$ cat src/rtl/data_bus_responder.sv
// Data-memory responder for the single-cycle core: a word RAM, plus a peripheral
// window holding a general-purpose output register and a compare-match timer.
// Read data is combinational so the core sees it in the same cycle.
module data_bus_responder #(
  parameter int unsigned RAM_WORDS   = 64,
  parameter logic [31:0] PERIPH_BASE = 32'h1000_0000
) (
  input  logic        clk,
  input  logic        reset,
  input  logic        dataWe,
  input  logic [31:0] dataAddr,
  input  logic [31:0] dataWData,
  output logic [31:0] dataRData,
  output logic [31:0] gpo,
  output logic        timerIrq
);

  localparam int unsigned AW        = (RAM_WORDS > 1) ? $clog2(RAM_WORDS) : 1;
  localparam logic [31:0] RAM_BYTES = 32'(RAM_WORDS * 4);

  typedef enum logic [1:0] {
    REG_GPO  = 2'd0,
    REG_CNT  = 2'd1,
    REG_CMP  = 2'd2,
    REG_CTRL = 2'd3
  } reg_sel_e;

  logic [31:0]   mem [RAM_WORDS];
  logic [AW-1:0] ram_idx;
  logic          ram_hit;
  logic          periph_hit;
  logic [29:0]   periph_off;
  reg_sel_e      reg_sel;

  logic [31:0] cnt;
  logic [31:0] cmp;
  logic        en;
  logic        irq_en;
  logic        match_flag;

  logic gpo_wr;
  logic cnt_wr;
  logic cmp_wr;
  logic ctrl_wr;
  logic match;

  // Word-granular decode; RAM takes priority should the windows ever overlap.
  // Comparing the full byte address against a multiple of 4 is the same as
  // comparing word addresses, so bits [1:0] have no effect on the decode.
  assign ram_hit    = dataAddr < RAM_BYTES;
  assign ram_idx    = dataAddr[AW+1:2];
  assign periph_off = dataAddr[31:2] - PERIPH_BASE[31:2];
  assign periph_hit = !ram_hit && (periph_off < 30'd4);
  assign reg_sel    = reg_sel_e'(periph_off[1:0]);

  assign gpo_wr  = dataWe && periph_hit && (reg_sel == REG_GPO);
  assign cnt_wr  = dataWe && periph_hit && (reg_sel == REG_CNT);
  assign cmp_wr  = dataWe && periph_hit && (reg_sel == REG_CMP);
  assign ctrl_wr = dataWe && periph_hit && (reg_sel == REG_CTRL);

  // A software load of CNT pre-empts the match reload, and with it the flag set.
  assign match = en && (cnt == cmp) && !cnt_wr;

  assign timerIrq = match_flag & irq_en;

  // RAM write port; contents are deliberately not reset.
  always_ff @(posedge clk) begin
    if (dataWe && ram_hit) begin
      mem[ram_idx] <= dataWData;
    end
  end

  // Peripheral registers and timer; all comparisons use pre-edge state.
  always_ff @(posedge clk or posedge reset) begin
    if (reset) begin
      gpo        <= '0;
      cnt        <= '0;
      cmp        <= '1;
      en         <= 1'b0;
      irq_en     <= 1'b0;
      match_flag <= 1'b0;
    end else begin
      if (gpo_wr) begin
        gpo <= dataWData;
      end

      if (cnt_wr) begin
        cnt <= dataWData;
      end else if (match) begin
        cnt <= '0;
      end else if (en) begin
        cnt <= cnt + 32'd1;
      end

      if (cmp_wr) begin
        cmp <= dataWData;
      end

      // A match in the same cycle as a clearing write leaves the flag set.
      if (match) begin
        match_flag <= 1'b1;
      end else if (ctrl_wr && dataWData[1]) begin
        match_flag <= 1'b0;
      end

      if (ctrl_wr) begin
        en     <= dataWData[0];
        irq_en <= dataWData[2];
      end
    end
  end

  // Combinational read mux from current state; unmapped addresses read zero.
  always_comb begin
    dataRData = '0;
    if (ram_hit) begin
      dataRData = mem[ram_idx];
    end else if (periph_hit) begin
      unique case (reg_sel)
        REG_GPO:  dataRData = gpo;
        REG_CNT:  dataRData = cnt;
        REG_CMP:  dataRData = cmp;
        REG_CTRL: dataRData = {29'd0, irq_en, match_flag, en};
        default:  dataRData = '0;
      endcase
    end
  end

endmodule

$ cat config.mk
export PLATFORM = sky130hd
export DESIGN_NAME = data_bus_responder
export DESIGN_NICKNAME = d
export VERILOG_FILES = /design/src/rtl/data_bus_responder.sv
export SDC_FILE = /design/constraint.sdc
export NUM_CORES = 2
export LEC_CHECK = 0
export CELL_PAD_IN_SITES_DETAIL_PLACEMENT = 0
export CELL_PAD_IN_SITES_GLOBAL_PLACEMENT = 1
export CORE_MARGIN = 2
export CORE_UTILIZATION = 30
export CTS_CLUSTER_DIAMETER = 60
export DETAILED_ROUTE_END_ITERATION = 12
export DONT_BUFFER_PORTS = 1
export GPL_TIMING_DRIVEN = 0
export PLACE_DENSITY_LB_ADDON = 0.25
export SYNTH_ARGS = -nofsm -noshare
export SYNTH_HDL_FRONTEND = slang
export SYNTH_SLANG_ARGS = --single-unit
$ cat constraint.sdc
create_clock -name clk -period 6.49 [get_ports clk]
set_input_delay 0.9735 -clock clk [delete_from_list [all_inputs] [get_ports clk]]
set_output_delay 0.9735 -clock clk [all_outputs]
set_load 0.03 [all_outputs]
==> key figures <==
Synthesis
  – Synthesized flop and latch total: about 2100
  – Netlist Area Pre-Place: approximately 85000 um2
  – Share of Yosys cell area claimed by the top area cell type: between 70% and 80%
  – Ys Warns: 0
  – EDFF count, synth: 2048
  – Ranking of synthesized cells by area: edfxtp_1 73%, mux4_2 11%, mux2i_1 3.5%
  – Mapped Avg Cell Area: between 20 and 25 um2
  – Synth unique cells: 85
  – Seq/Total Area, Yosys: 75.5%
  – Commonest cells post-synth: 2048 x edfxtp_1, 396 x mux4_2, 295 x mux2i_1
  – Yosys top cell by area: edfxtp_1
  – Syn Nets: around 4300
  – Post-synthesis cell count: 4196
  – Ys flop type: edfxtp_1
  – Most numerous cell in the Yosys netlist: edfxtp_1
  – Asr flop ratio synth: under 10%

Detailed routing
  – DRC: 0
  – Wirelength, routed: 377000 um
  – Pre-antenna DRT Iters: 6
  – Detail Route Antenna Nets: 0
  – DR vias/cell: 5.86
  – DRT iter0 DRCs: 8501
  – Drt wl/cell: 44.3 um
  – DR vias: around 50000

Floorplanning
  – Core area: 282000 um2
  – Die Height: 536 um
  – Die Area: ~290000 um2
  – # IOs: 132
  – Row Count: 195
  – Die X: between 500 and 600 um
  – Starting Density: 30.1%

Timing
  – Slew Viols, Final: 56
  – Fin worst setup slack: -236 ps
  – RSZ-0062 raised after global routing: no
  – Worst Tran Pin Value: 1600 ps
  – Clock Skews: 18.7 ps
  – Final hold vios: 0
  – Period utilization: 104%
  – Fmax: 149 MHz
  – Min cycle time layout: 6730 ps
  – Slew headroom: -6.58%
  – Number of setup violations in the final report: 3

Clock network
  – Clk pin slew, worst setup/hold paths: 60 ps
  – CTS tree: built
  – Root Driver: clkbuf_16
  – CTS sink count: roughly 2100
  – H-tree levels: 4
  – Worst skew pair latency: 900 ps
  – CTS buffer count: 224
  – Max Buffers Root-to-Sink: 3

Global routing
  – Total gr overflow: 0
  – M1 GR Usage: 34.9%
  – Number of global-route vias before repair: 46600
  – GRT Util Overall: 25.8%
  – Global-route wire length before repair: between 400000 and 500000 um
  – Grt met2 use: 38.2%
  – GRT Max-Usage Layer: met2
  – Largest net degree at the start of global routing: 69
  – Met3 usage: between 8 and 9%
  – Initial antenna violation count: 34

Final layout
  – Layout cell share with drive strength beyond 1: 26.8%
  – Fillcell total: 26100
  – Finished Cell Area: 100000 um2
  – Final nets: 4641
  – Seq. cell area: 64000 um2
  – Syn-to-layout area delta: 18.4%
  – Area of the multi-input gates: 19700 um2

Pwr
  – Final total power: between 20 and 30 mW
  – Pwr dens: just under 300 nW/um2
  – Peak supply drop: around 230 uV
  – Leakage: 32.0 nW

Run
  – Max-cap violations: 5

Placement
  – IO Port Bufs: 0
  – GP Congestion: 0.899
  – Hpwl dp: 256000 um
  – Placed cell area: 93100 um2

Critical path
  – Data required time of the critical path: approximately 5500 ps
  – CP Max Fanout: 10
  – Startpoint types: input pin
  – WS Path Type: input pin to output pin
  – Worst EP arrival: 5750 ps
  – Crit. End Element: output pin

Outcome
  – Violated checks: max-capacitance violations, max-slew violations, negative setup slack
  – Outcome: finished, violations left

Min path
  – HP Class: input pin to flop
==> per-stage QoR <==
stage	instances	hold slack (ps)	setup slack, ps	setup TNS, ps	utilization, %
2_1_floorplan	4196	489	2220	0	-
3_5_place_dp	8090	550	-505	-3740	33.0
5_1_grt	8507	142	71.2	0	35.6
6_report	8512	187	-236	-375	35.6
3_3_place_gp	7939	547	-3270	-4890660	31.8
4_1_cts	8507	128	48.2	0	35.6
==> worst max-delay path, stage by stage <==
cell and delay, ps:
buf_2 180, buf_4 220, buf_2 290, nor2_2 660
clkbuf_1 760, a22oi_1 390, nand2_1 450, nand4_1 430
nor4b_2 860, o22ai_1 480
==> worst paths after layout <==
| check | from | to | slack (ps) | depth (start not counted) |
|---|---|---|---|---|
| worst min-delay path | dataWData[24] | mem[13][24]$_DFFE_PP_ | 190 | 0 |
| max in group asynchronous | reset | cmp[4]$_DFFE_PP1P_ | 5110 | 3 |
| worst min register to register | irq_en$_DFFE_PP0P_ | irq_en$_DFFE_PP0P_ | 560 | 1 |
| worst max register to register | cnt[14]$_DFFE_PP0P_ | cnt[26]$_DFFE_PP0P_ | 3500 | 7 |
| min in group asynchronous | reset | gpo[20]$_DFFE_PP0P_ | 590 | 2 |
| worst max-delay path | dataAddr[3] | dataRData[5] | -240 | 10 |
==> placed cells by master, fill, tap and decap left out, types with 32 or more instances in the layout <==
cell type	count
nor2_4	66
nor2_1	54
a221oi_1	34
edfxtp_1	2048
buf_2	75
mux4_2	396
nand2_1	148
a22oi_1	111
nand3_1	43
a21oi_1	52
buf_4	32
xor2_1	36
mux2_2	75
o22ai_1	68
buf_6	55
clkinv_1	60
clkinv_2	45
dfstp_2	32
clkbuf_16	229
mux2i_1	295
clkbuf_1	85
buf_12	122
o21ai_0	49
dfrtp_1	67
==> power by group <==
part	switching (mW)	internal, mW
Clock	5.76	6.98
Combinational	1.00	0.433
Sequential	0.0000119	15.2
Total	6.76	22.6
==> registers in the layout, summed over array words and instances, names as in the netlist <==
name	flops
mem	2048
cmp	32
cnt	32
gpo	32
en	1
irq_en	1
match_flag	1
==> routing by layer <==
metal,vias up,routed length (um)
li1,18300,-
met1,27400,146000
met2,3543,164000
met3,711,47500
met4,20,18500
met5,-,128
==> cells by family (layout without fill, tap and decap cells) <==
logic type      count (synthesis)  count (layout)  synth area share (%)
compound gates                477             477                  4.01
simple gates                  493             493                  2.96
other cells                     0               5                     0
xor+xnor                       55              55                 0.568
buf+inv                       257             825                  1.96
fa+ha+maj                       1               1                0.0148
flops                        2147            2147                  75.5
mux                           766             766                  15.0
==> area by class of cell <==
cell class / instances / share of cell area, %
diodes: 5 / 0.0125
plain buffers: 241 / 1.63
clock buffers: 269 / 5.88
clock inverters: 148 / 1.22
inverters: 14 / 0.0549
multi-input cells: 1792 / 19.7
flip-flops and latches: 2147 / 63.8
well taps: 3743 / 4.67
repair buffers: 153 / 3.07
==> what timing repair did <==
item / CTS / global route
hold buffers: 1 / 0
endpoints found under the hold margin: 15 / 0
endpoints found under the setup margin: 18 / 6
pin swaps: 1 / 0
setup buffers: 1 / 0
resized for setup: 17 / 9
No activity file was read; power rests on OpenSTA's default activity.
